File: src/rtl/video_timing_gen.sv
// Raster timing generator: free-running h/v counters, line/frame strobes, and
// sync/DE aligned to the renderer's registered RGB through a short delay line.
module video_timing_gen #(
    parameter int unsigned H_ACTIVE = 1024,
    parameter int unsigned H_FP     = 24,
    parameter int unsigned H_SYNC   = 136,
    parameter int unsigned H_BP     = 160,
    parameter int unsigned V_ACTIVE = 768,
    parameter int unsigned V_FP     = 3,
    parameter int unsigned V_SYNC   = 6,
    parameter int unsigned V_BP     = 29,
    parameter bit          HS_POL   = 1'b0,
    parameter bit          VS_POL   = 1'b0,
    parameter int unsigned PIPE_DLY = 2
) (
    input  logic        i_clk_74M,
    input  logic        i_rst,
    output logic [11:0] o_hcnt,
    output logic [11:0] o_vcnt,
    output logic        o_hsync,
    output logic        o_vsync,
    output logic        o_de,
    output logic        o_line_start,
    output logic        o_frame_start
);

    localparam int unsigned CNT_W   = 12;
    localparam int unsigned CNT_MAX = 4095;
    localparam int unsigned H_TOTAL = H_ACTIVE + H_FP + H_SYNC + H_BP;
    localparam int unsigned V_TOTAL = V_ACTIVE + V_FP + V_SYNC + V_BP;

    localparam logic [CNT_W-1:0] H_LAST   = CNT_W'(H_TOTAL - 1);
    localparam logic [CNT_W-1:0] V_LAST   = CNT_W'(V_TOTAL - 1);
    localparam logic [CNT_W-1:0] H_ACT    = CNT_W'(H_ACTIVE);
    localparam logic [CNT_W-1:0] V_ACT    = CNT_W'(V_ACTIVE);
    localparam logic [CNT_W-1:0] HS_START = CNT_W'(H_ACTIVE + H_FP);
    localparam logic [CNT_W-1:0] HS_END   = CNT_W'(H_ACTIVE + H_FP + H_SYNC);
    localparam logic [CNT_W-1:0] VS_START = CNT_W'(V_ACTIVE + V_FP);
    localparam logic [CNT_W-1:0] VS_END   = CNT_W'(V_ACTIVE + V_FP + V_SYNC);

    // Reject timings whose totals do not fit the 12-bit counters.
    if (H_TOTAL > CNT_MAX || V_TOTAL > CNT_MAX) begin : g_bad_total
        $error("video_timing_gen: H_TOTAL/V_TOTAL must be <= 4095");
    end
    if (PIPE_DLY > 7) begin : g_bad_dly
        $error("video_timing_gen: PIPE_DLY must be 0..7");
    end

    logic [CNT_W-1:0] hcnt;
    logic [CNT_W-1:0] vcnt;
    logic             de_raw;
    logic             hs_raw;
    logic             vs_raw;
    logic             hs_lvl;
    logic             vs_lvl;

    // Free-running raster counters.
    always_ff @(posedge i_clk_74M) begin
        if (i_rst) begin
            hcnt <= '0;
            vcnt <= '0;
        end else if (hcnt == H_LAST) begin
            hcnt <= '0;
            vcnt <= (vcnt == V_LAST) ? '0 : vcnt + CNT_W'(1);
        end else begin
            hcnt <= hcnt + CNT_W'(1);
        end
    end

    // Undelayed decode; forced inactive while reset is held so zero-delay builds stay quiet.
    always_comb begin
        de_raw = 1'b0;
        hs_raw = 1'b0;
        vs_raw = 1'b0;
        if (!i_rst) begin
            de_raw = (hcnt < H_ACT) && (vcnt < V_ACT);
            hs_raw = (hcnt >= HS_START) && (hcnt < HS_END);
            vs_raw = (vcnt >= VS_START) && (vcnt < VS_END);
        end
    end

    assign hs_lvl = hs_raw ? HS_POL : ~HS_POL;
    assign vs_lvl = vs_raw ? VS_POL : ~VS_POL;

    assign o_hcnt        = hcnt;
    assign o_vcnt        = vcnt;
    assign o_line_start  = !i_rst && (hcnt == '0);
    assign o_frame_start = !i_rst && (hcnt == '0) && (vcnt == '0);

    if (PIPE_DLY == 0) begin : g_nodly
        assign o_vsync = vs_lvl;
        assign o_hsync = hs_lvl;
        assign o_de    = de_raw;
    end else begin : g_dly
        localparam logic [2:0] IDLE = {~VS_POL, ~HS_POL, 1'b0};

        // Each stage carries {vsync, hsync, de}.
        logic [2:0] sr [PIPE_DLY];

        always_ff @(posedge i_clk_74M) begin
            if (i_rst) begin
                for (int i = 0; i < PIPE_DLY; i++) begin
                    sr[i] <= IDLE;
                end
            end else begin
                sr[0] <= {vs_lvl, hs_lvl, de_raw};
                for (int i = 1; i < PIPE_DLY; i++) begin
                    sr[i] <= sr[i-1];
                end
            end
        end

        assign {o_vsync, o_hsync, o_de} = sr[PIPE_DLY-1];
    end

endmodule
File: config.mk
export PLATFORM = sky130hd
export DESIGN_NAME = video_timing_gen
export DESIGN_NICKNAME = d
export VERILOG_FILES = /design/src/rtl/video_timing_gen.sv
export SDC_FILE = /design/constraint.sdc
export NUM_CORES = 1
export LEC_CHECK = 0
export CORE_MARGIN = 8
export CORE_UTILIZATION = 45
export CTS_CLUSTER_DIAMETER = 120
export DETAILED_ROUTE_END_ITERATION = 10
export PLACE_DENSITY = 0.72
export SYNTH_ARGS = -nofsm -noshare
export SYNTH_HDL_FRONTEND = slang
export SYNTH_SLANG_ARGS = --single-unit
export TNS_END_PERCENT = 20
File: constraint.sdc
create_clock -name i_clk_74M -period 5.83 [get_ports i_clk_74M]
set_input_delay 1.166 -clock i_clk_74M [delete_from_list [all_inputs] [get_ports i_clk_74M]]
set_output_delay 1.166 -clock i_clk_74M [all_outputs]
set_load 0.02 [all_outputs]
Word level (Yosys, flattened, before mapping)
Memories as Yosys holds them, arrays and structs flattened.
Index checks and enable logic that the tools add are counted.
W data, S select, Z words.
{ "classes": {"n_lt_le_gt_ge": 6, "muxes": 11, "add_sub_neg": 2, "n_bitwise": 2, "eq_ne": 2, "n_reduce_logical": 9} }
{ "op_table": {"columns": ["cell", "count"], "rows": [
  ["$add A12 B1 Y12 const B", 2],
  ["$logic_not A12 Y1", 2],
  ["$lt A12 B10 Y1 const B", 2],
  ["$lt A12 B11 Y1 const B", 2],
  ["$eq A12 B10 Y1 const B", 1],
  ["$eq A12 B11 Y1 const B", 1],
  ["$ge A12 B10 Y1 const B", 1],
  ["$ge A12 B11 Y1 const B", 1],
  ["$mux W12", 1],
  ["$mux W1", 8],
  ["$mux W3", 2],
  ["$logic_and A1 B1 Y1", 5],
  ["$or A1 B1 Y1", 2],
  ["$reduce_or A2 Y1", 1],
  ["$logic_not A1 Y1", 1]
]} }
{ "word_totals": {"input_bits": 2, "word_cells": 35, "ramBits": 6, "n_memories": 1, "out_inout_bits": 29, "ff_bits": 24} }
{ "mem_list": {"columns": ["memory", "words", "width", "rd", "rd_clocked_by_memory_dff", "write_ports", "line", "source"], "rows": [
  ["g_dly.sr", 2, 3, 2, 0, 2, "98", "logic [2:0] sr [PIPE_DLY];"]
]} }

Longest topological paths before layout
{ "logic_depth": {"word_depth": 5, "depth_mapped": 7, "depth_no_buf": 6} }

Least setup slack after synthesis
OpenSTA, ideal clock, no wires.
{ "synth_timing": {"path_type": "input-to-output", "from": "input i_rst", "to": "output o_frame_start", "stages": 3, "setup_slack_ps": 2641, "path_buffers": 0, "required_time_ps": 4664, "t_arrival_ps": 2023, "cell_sequence": "nor4_1 and3_1 and4_1"} }
{ "synth_via": {"elab_chain_len": 3} }
{ "synth_rtl": {"columns": ["item", "line", "source"], "rows": [
  ["start: declaration", "17", "input logic i_rst,"],
  ["$logic_not A1 Y1", null, null],
  ["$logic_and A1 B1 Y1", null, null],
  ["named net o_line_start", "23", "output logic o_line_start,"],
  ["$logic_and A1 B1 Y1", "88", "assign o_frame_start = !i_rst && (hcnt == '0) && (vcnt == '0);"],
  ["end: declaration", "24", "output logic o_frame_start"]
]} }
The timed path passes the listed nets, and every way through them passes these cells.

Worst setup path in the final report
{ "layout_timing": {"from": "input i_rst", "to": "output o_frame_start"} }
{ "layout_via": {"elab_chain_len": 3} }
{ "layout_rtl": {"columns": ["item", "line"], "rows": [
  ["$logic_not A1 Y1", "88"],
  ["$logic_and A1 B1 Y1 (2 in a row)", "88"]
]} }
Every way passes these cells.

==> run summary <==
Unrepaired setup endpoints after global routing -> no
DRC -> 0
Post-Route WL -> 3640 um
Post-Synthesis Cells -> 168
Average instance area after synthesis -> 8.65 um2
Adder-cell share of the synthesized area -> 0.0516
Number of top-level pins -> 31
Die W -> 72.8 um
Clk pwr share -> 0.355
Max-cap violations -> 0
Layout filler cell count -> 296
Final net count -> 205
TritonCTS Sinks -> 30
Post-CTS Setup Bufs -> 0
Net Sw Frac -> 0.239
Slew headroom -> 0.636
Critical path's most frequent cell -> clkdlybuf4s50_1
Final Setup Violations -> 0
Peak VDD IR -> 0.108 mV
Primary FF master, synth -> dfxtp_1
DIE AREA -> 5310 um2
Hold path cells -> 1
Reg2reg path depth -> 5
Core area -> 3050 um2
Slew @ Worst Pin -> 0.542 ns
Asr flop ratio synth -> 0
Number of DRC markers in iteration 0 -> 73
N_diodes -> 0
Multiplexer share of the synthesized area -> 0
P per Cell Area -> 199 nW/um2
First-pass GRT wire length -> 6090 um
Area grow syn2layout -> 25.4%
Leakage power -> 0.000588 uW
Final Power -> 363 uW
Hold_sp -> g_dly.sr[0][1]
Hold Path Class -> reg2reg
Vias post-DR -> 1337
Die Span Y -> 72.8 um
Worst R2R Start -> o_hcnt[0]
GRT Total Usage -> 0.148
Largest family of logic cells by synthesized area -> simple AND/OR/NAND/NOR gates
Crit path cell chain -> clkdlybuf4s50_1 -> nor4_1 -> and3_1 -> and4_1 -> clkdlybuf4s50_1
Seq/Total Area, Yosys -> 0.413
Synthesized area -> 1450 um2
Buffers on Ports -> 30
CTS tree -> done
Worst reg2reg path endpoint -> o_vcnt[9]
CTS buffer count -> 5
Synth Area in XOR/XNOR -> 0.0663
WHS Endpoint -> g_dly.sr[0][4]
CP Max Fanout -> 13
Clock-pin slew on the worst setup and hold paths -> 0.09 ns
Synth Net Count -> 176
Switching pwr -> 86.7 uW
Routability cong. -> 0.809
Max-slew violation count -> 0
Remaining antenna violation count -> 0
DP Wirelength -> 2590 um
Post-synth EDFFs -> 0
H-tree depth -> 2
Final worst path period need -> 4.35 ns
# hold bufs at CTS -> 0
Critical path's slowest cell -> clkdlybuf4s50_1
Clk buf depth -> 2
Largest net degree at the start of global routing -> 22
Initial antenna violation count -> 0
Total negative slack -> 0 ns
R2r setup slk -> 3.47 ns
FMAX -> 230 MHz
Final Hold Fails -> 0
Logic pwr share -> 0.068
Post-synthesis compound-gate area fraction -> 0.0972
Seq cells post-synth -> 30
Startpoint type of the worst setup path -> input pin
Post-synthesis simple-gate area fraction -> 0.319
CP required -> 4.66 ns
Setup CP Type -> in2out
Ratio of cells with drive above 1 in the final layout -> 0.0606
Row count -> 20
Root cell of the clock tree -> clkbuf_4
Drt via density -> 5.52
CTS resizes -> 0
TritonRoute pass-1 iters -> 4
Final core utilization -> 0.597
Run status -> complete, no violations
Total gr overflow -> 0
CP Capture Type -> primary output
Crit path DAT -> 3.18 ns
Initial core utilization -> 0.476
Sequential share of power -> 0.577
Setup Skew -> 0.00582 ns
Clock Latency Late Sink -> 0.33 ns
Worst path max stage delay -> 0.63 ns
Fin crit share -> 0.746
Vias in the first global route -> 1287
Total internal power -> 277 uW
DR WL/cell -> 15.1 um
Synth unique cells -> 31
Synth Warn # -> 0
layout make-up:
class | instances | area (um2) | area share
clock buffers | 7 | 55.1 | 0.0302
inverters | 8 | 30.0 | 0.0165
multi-input cells | 122 | 777 | 0.426
clock inverters | 1 | 5.00 | 0.00275
repair buffers | 30 | 300 | 0.165
flip-flops and latches | 30 | 601 | 0.329
well taps | 44 | 55.1 | 0.0302
flip-flops by register name (all words and copies together) (netlist names):
register  cells
g_dly.sr      6
o_vcnt       12
o_hcnt       12
how the worst max path moves through the flow:
stage / from / to / slack [ns] / cells after the start
floorplan: i_rst / o_frame_start / 2.64 / 3
global placement: i_rst / o_frame_start / 1.57 / 5
detailed placement: i_rst / o_frame_start / 1.50 / 5
CTS: i_rst / o_frame_start / 1.50 / 5
global route: i_rst / o_frame_start / 1.37 / 5
finish: i_rst / o_frame_start / 1.48 / 5
cells in the mapped netlist (all sizes together), types with 2 or more instances:
master	instances	share of area
or4	10	0.054
nor2	15	0.039
o21ai	4	0.014
xnor2	10	0.060
clkbuf	5	0.013
a21oi	10	0.034
nand2	9	0.023
or3	3	0.013
or2	2	0.0086
o31ai	8	0.041
nor2b	2	0.0086
nand3	12	0.041
buf	3	0.019
and4	2	0.012
inv	8	0.021
nor4	7	0.030
ha	6	0.052
nand4	4	0.017
dfxtp	30	0.41
nor3	8	0.028
and3	2	0.0086
kinds of logic after synthesis:
logic type                 after synthesis
and+or+nand+nor                         82
DFF                                     30
AOI/OAI and AO/OA                       23
buffers and inverters                   16
xor gates and xnor gates                11
adders and majority gates                6
cells in the final DEF (no fill, tap or decap), drive strengths merged, types with 2 or more instances in the layout:
master	count
nand4	4
nor3	8
or2	2
nor4	7
a21oi	10
nor2b	2
o31ai	8
or3	3
o21ai	4
nor2	15
dfxtp	30
nand2	9
and4	2
inv	8
clkdlybuf4s50	30
ha	6
clkbuf	7
xnor2	10
and3	2
or4	10
nand3	12
power groups by stage:
stage	registers (uW)	logic, uW	clock network (uW)
final	210	24.7	129
after global routing	210	27.1	144
after CTS	210	24.9	135
after detailed placement	214	24.8	0
after global placement	214	23.7	0
after floorplan	217	11.1	0
critical path, delay by kind of cell:
kind	cells	cell delay [ns]
AND/OR/NAND/NOR	3	0.78
buffers and inverters	2	1.24
stage by stage:
step                      hold WS [ns]  instance area, um2  cells  setup WS [ns]
after floorplan                  0.389                1450    168           2.64
after global placement           0.394                1760    234           1.57
after detailed placement         0.400                1760    234           1.50
after CTS                        0.421                1820    242           1.50
after global routing             0.442                1820    242           1.37
final                            0.420                1820    242           1.48
per-layer routing:
| metal | global-route usage | up-vias | wire [um] |
|---|---|---|---|
| met3 | 0.0673 | 5 | 235 |
| met5 | 0 | - | 0 |
| met1 | 0.174 | 640 | 1590 |
| met2 | 0.230 | 30 | 1770 |
| met4 | 0.0533 | 0 | 44 |
| li1 | - | 662 | - |
Power figures use the tool's default switching activity.
